[config.mk]
export PLATFORM = sky130hd
export DESIGN_NAME = trace_rec_reg
export DESIGN_NICKNAME = d
export VERILOG_FILES = /design/src/rtl/trace_checker_pkg.sv /design/src/rtl/trace_rec_reg.sv
export SDC_FILE = /design/constraint.sdc
export NUM_CORES = 1
export LEC_CHECK = 0
export CAP_MARGIN = 20
export CELL_PAD_IN_SITES_DETAIL_PLACEMENT = 1
export CELL_PAD_IN_SITES_GLOBAL_PLACEMENT = 1
export CORE_MARGIN = 2
export CORE_UTILIZATION = 33
export DETAILED_ROUTE_END_ITERATION = 10
export PLACE_DENSITY_LB_ADDON = 0.1
export SLEW_MARGIN = 20
export SYNTH_ARGS = -nofsm -noshare
export SYNTH_HDL_FRONTEND = slang
export SYNTH_SLANG_ARGS = --single-unit
[constraint.sdc]
create_clock -name clk -period 1.75 [get_ports clk]
set_clock_uncertainty 0.1 [all_clocks]
set_input_delay 0.2625 -clock clk [delete_from_list [all_inputs] [get_ports clk]]
set_output_delay 0.2625 -clock clk [all_outputs]
set_load 0.01 [all_outputs]
[src/rtl/trace_checker_pkg.sv]
// Shared definitions for the commit-trace checker: FSM encoding, golden/commit
// record layout and the record equality helper.
package trace_checker_pkg;

    typedef enum logic [2:0] {
        ST_FETCH = 3'd0,
        ST_WAIT  = 3'd1,
        ST_READY = 3'd2,
        ST_CMP   = 3'd3,
        ST_DONE  = 3'd4,
        ST_FAIL  = 3'd5
    } state_t;

    localparam int REC_W = 64;

    // pc occupies the upper word so a record reads naturally as {pc, inst}
    typedef struct packed {
        logic [31:0] pc;
        logic [31:0] inst;
    } rec_t;

    function automatic logic rec_equal(input rec_t a, input rec_t b);
        return (a.pc == b.pc) && (a.inst == b.inst);
    endfunction

endpackage

[src/rtl/trace_rec_reg.sv]
// Holds the latched golden record and the latched commit record; the equality
// result is registered alongside the commit so it is ready in the compare cycle.
module trace_rec_reg
    import trace_checker_pkg::*;
(
    input  logic              clk,
    input  logic              reset,
    input  logic              gold_load,
    input  logic [31:0]       gold_pc,
    input  logic [31:0]       gold_inst,
    input  logic              commit_load,
    input  logic [31:0]       commit_pc,
    input  logic [31:0]       commit_inst,
    output logic [REC_W-1:0]  commit_rec,
    output logic              rec_match
);

    rec_t gold_rec_r;
    rec_t commit_rec_r;
    logic rec_match_r;

    // Record capture and compare
    always_ff @(posedge clk) begin
        if (reset) begin
            gold_rec_r   <= rec_t'({REC_W{1'b0}});
            commit_rec_r <= rec_t'({REC_W{1'b0}});
            rec_match_r  <= 1'b0;
        end else begin
            if (gold_load) begin
                gold_rec_r <= rec_t'({gold_pc, gold_inst});
            end else begin
                gold_rec_r <= gold_rec_r;
            end
            if (commit_load) begin
                commit_rec_r <= rec_t'({commit_pc, commit_inst});
                rec_match_r  <= rec_equal(gold_rec_r, rec_t'({commit_pc, commit_inst}));
            end else begin
                commit_rec_r <= commit_rec_r;
                rec_match_r  <= rec_match_r;
            end
        end
    end

    assign commit_rec = commit_rec_r;
    assign rec_match  = rec_match_r;

endmodule

==> run_results.csv <==
group,metric,value,unit
run_status,status,"finished, final reports clean",
worst_setup_path,crit_path_end_kind,"output pin",
synthesis,synth_cell_type_count,26,
clock_network,cts_root_buf,"clkbuf_16",
final_layout,final_cells,955,
clock_network,postCtsSetupBuffers,0,
final_layout,layout-drive-gt1-share,6.78,%
drt,drt_iter0_markers,205,
drt,post_drt_wl_per_cell,17.8,um
worst_setup_path,rr_endpoint,"rec_match$_SDFFE_PP0P_",
placed_design,dp.cells,924,
drt,antenna_left,0,
sta,relSlewSlack,58.8,%
placed_design,dpl_cell_area,0.00756,mm^2
drt,via_per_inst,4.66,
final_layout,finalInstanceArea,0.00809,mm^2
sta,final.min_clock_period,1.71,ns
sta,setup_viol,0,
sta,hold_viol_final,0,
clock_network,cts_inserted_buffers,17,
sta,fmax,586,MHz
synthesis,yosysWarnings,0,
clock_network,cts_resized,0,
synthesis,ys.flop_type,"dfxtp_1",
synthesis,ys_seq_elements,129,
worst_setup_path,ff2ff_setup_slack,0.13,ns
sta,drv_slew,0,
synthesis,synth_fa_ha_area_share,0,%
worst_setup_path,cpMaxStageDelayCell,"clkdlybuf4s50_1",
power,leakagePower,3.39,nW
synthesis,synth_compound_area_share,2.40,%
placed_design,hpwl,12.7,mm
worst_setup_path,path_class,"reg2out",
sta,worst_slew_pin_slew,0.618,ns
final_layout,nets,859,
global_route,antenna_found_initial,1,
hold_path,min_path_type,"in2reg",
clock_network,htree_num_levels,4,
synthesis,synth-seq-area-share,49.1,%
worst_setup_path,path_delay_family,"buffers and inverters",
clock_network,cts_tree,"yes",
hold_path,holdPathStages,5,
die,rows,46,
global_route,grt_overflow_total,0,
clock_network,clock_latency,0.41,ns
synthesis,synth-edff-count,0,
synthesis,synthMuxAreaShare,24.4,%
placed_design,place_congestion,0.842,
die,core,0.0157,mm^2
drt,drt-pass1-iter-count,4,
synthesis,synth_cells,522,
synthesis,synth_area_per_cell,10.1,um^2
synthesis,syn_area,0.00526,mm^2
worst_setup_path,worstPathArrival,1.34,ns
worst_setup_path,worst-path-buf-inv,1,
synthesis,synth_top_area_share,49.1,%
power,p_per_area,941,mW/mm^2
worst_setup_path,cp_data_required_time,1.39,ns
synthesis,synthSimpleGateAreaFrac,13.1,%
synthesis,yosys-top-cells-area,"dfxtp_1 49%, mux2i_1 24%, nor2_1 9.3%",
run,cap_violations,0,
synthesis,synth_top_area_cell,"dfxtp_1",
synthesis,synth_top_family_by_area,"multiplexers",
sta,fin_crit_sh,97.6,%
drt,vias,4448,
global_route,track_usage,20.5,%
global_route,grt_max_degree,130,
sta,rsz0062_at_grt,"false",
hold_path,whs_endpoint,"rec_match$_SDFFE_PP0P_",
die,io_pins,197,
clock_network,cts_sinks,129,
placed_design,portBuffers,196,
hold_path,worstHoldStart,"reset",
clock_network,clockBufferDepth,2,
worst_setup_path,r2r_cells,5,
die,die_w,130,um
die,start_util,33.5,%
worst_setup_path,crit_fanout,2,
global_route,grt_pass1_vias,4856,
drt,wl,17.0,mm
power,peakVddDrop,0.622,mV
worst_setup_path,worstPathCellList,"clkdlybuf4s50_1",
clock_network,path_clk_slew,0.05,ns
global_route,grt_pass1_wl,25.9,mm
die,chipHeight,130,um
worst_setup_path,cp-start-kind,"register",
die,dieArea,0.0170,mm^2
worst_setup_path,r2r-start,"gold_rec_r[37]$_SDFFE_PP0P_",
worst_setup_path,slowest_delay,0.59,ns
synthesis,ys_async_sr_fraction,0,%
clock_network,cts_hold_buffers,0,
final_layout,area_growth_syn_to_layout,53.8,%
synthesis,syn_nets,654,
synthesis,synth-xor-area-share,7.83,%
drt,drc,0,
==> routing by layer <==
layer	vias up	part of all wire [%]	GRT usage, %
li1	2163	-	-
met1	2133	41	23.4
met2	129	50	35.9
met3	23	6.7	6.52
met4	0	1.8	7.40
met5	-	0	0
==> cell usage after synthesis (3+ instances only) <==
| master | instances |
|---|---|
| nor2_1 | 130 |
| nor4_1 | 4 |
| mux2i_1 | 128 |
| nand2b_1 | 6 |
| dfxtp_1 | 129 |
| inv_1 | 13 |
| xnor2_1 | 46 |
| clkbuf_1 | 8 |
| buf_1 | 7 |
| nand4_1 | 12 |
| nor2b_1 | 6 |
| buf_2 | 13 |
| a2111o_1 | 3 |
| o22ai_1 | 3 |
==> worst max-delay path by stage <==
stage | from | endpoint | slack, ns | cells past startpoint
after global placement | commit_pc[16] | rec_match$_SDFFE_PP0P_ | -0.28 | 7
after CTS | rec_match$_SDFFE_PP0P_ | rec_match | 0.01 | 1
after floorplan | gold_rec_r[37]$_SDFFE_PP0P_ | rec_match$_SDFFE_PP0P_ | 0.25 | 5
final | rec_match$_SDFFE_PP0P_ | rec_match | 0.04 | 1
after global routing | rec_match$_SDFFE_PP0P_ | rec_match | 0.01 | 1
after detailed placement | commit_pc[16] | rec_match$_SDFFE_PP0P_ | -0.30 | 7
==> flip-flops by register name, summed over array words and instances, names as in the netlist <==
register    cells
rec_match       1
gold_rec_r     64
commit_rec     64
==> area by class of cell <==
cell class | instances | area (um^2)
fillers | 1737 | 7620
repair buffers | 214 | 2150
well taps | 216 | 270
clock buffers | 23 | 488
clock inverters | 7 | 35.0
multi-input cells | 352 | 2510
inverters | 13 | 48.8
diodes | 1 | 2.50
flip-flops and latches | 129 | 2580
==> logic make-up (layout without fill, tap and decap cells) <==
family,Yosys count,after routing
AOI/OAI and AO/OA,14,14
xor gates and xnor gates,47,47
buffers and inverters,41,257
DFF,129,129
muxes,128,128
other,0,1
and+or+nand+nor,163,163
==> through the flow <==
| step | TNS, ns | power [mW] | hold slack [ns] | setup WS, ns | utilization, % |
|---|---|---|---|---|---|
| floorplan | 0 | 3.80 | 0.310 | 0.249 | - |
| global placement | -0.281 | 4.47 | 0.367 | -0.281 | 48.1 |
| detailed placement | -0.300 | 4.51 | 0.364 | -0.300 | 48.1 |
| CTS | 0 | 7.72 | 0.172 | 0.0106 | 51.4 |
| global route | 0 | 7.94 | 0.207 | 0.0115 | 51.5 |
| finish | 0 | 7.61 | 0.187 | 0.0428 | 51.5 |
==> placed cells by master, fill, tap and decap left out, types with 2 or more instances in the layout <==
| cell | synthesis | routed |
|---|---|---|
| buf_4 | 0 | 16 |
| clkbuf_16 | 0 | 17 |
| buf_12 | 0 | 5 |
| a2111o_1 | 3 | 3 |
| nor2b_1 | 6 | 6 |
| inv_1 | 13 | 13 |
| nand2_1 | 2 | 2 |
| clkbuf_1 | 8 | 2 |
| dfxtp_1 | 129 | 129 |
| o2111ai_1 | 2 | 2 |
| nor4_1 | 4 | 4 |
| o22ai_1 | 3 | 3 |
| clkbuf_8 | 0 | 4 |
| clkinv_2 | 0 | 7 |
| clkdlybuf4s50_1 | 0 | 192 |
| xnor2_1 | 46 | 46 |
| nand4_1 | 12 | 12 |
| mux2i_1 | 128 | 128 |
| nor2_1 | 130 | 130 |
| nand2b_1 | 6 | 6 |
==> power by group <==
part           switching (mW)  internal [mW]
clock                    1.25           1.92
combinational           0.503          0.712
sequential              0.108           3.12
No activity file was read; power rests on OpenSTA's default activity.
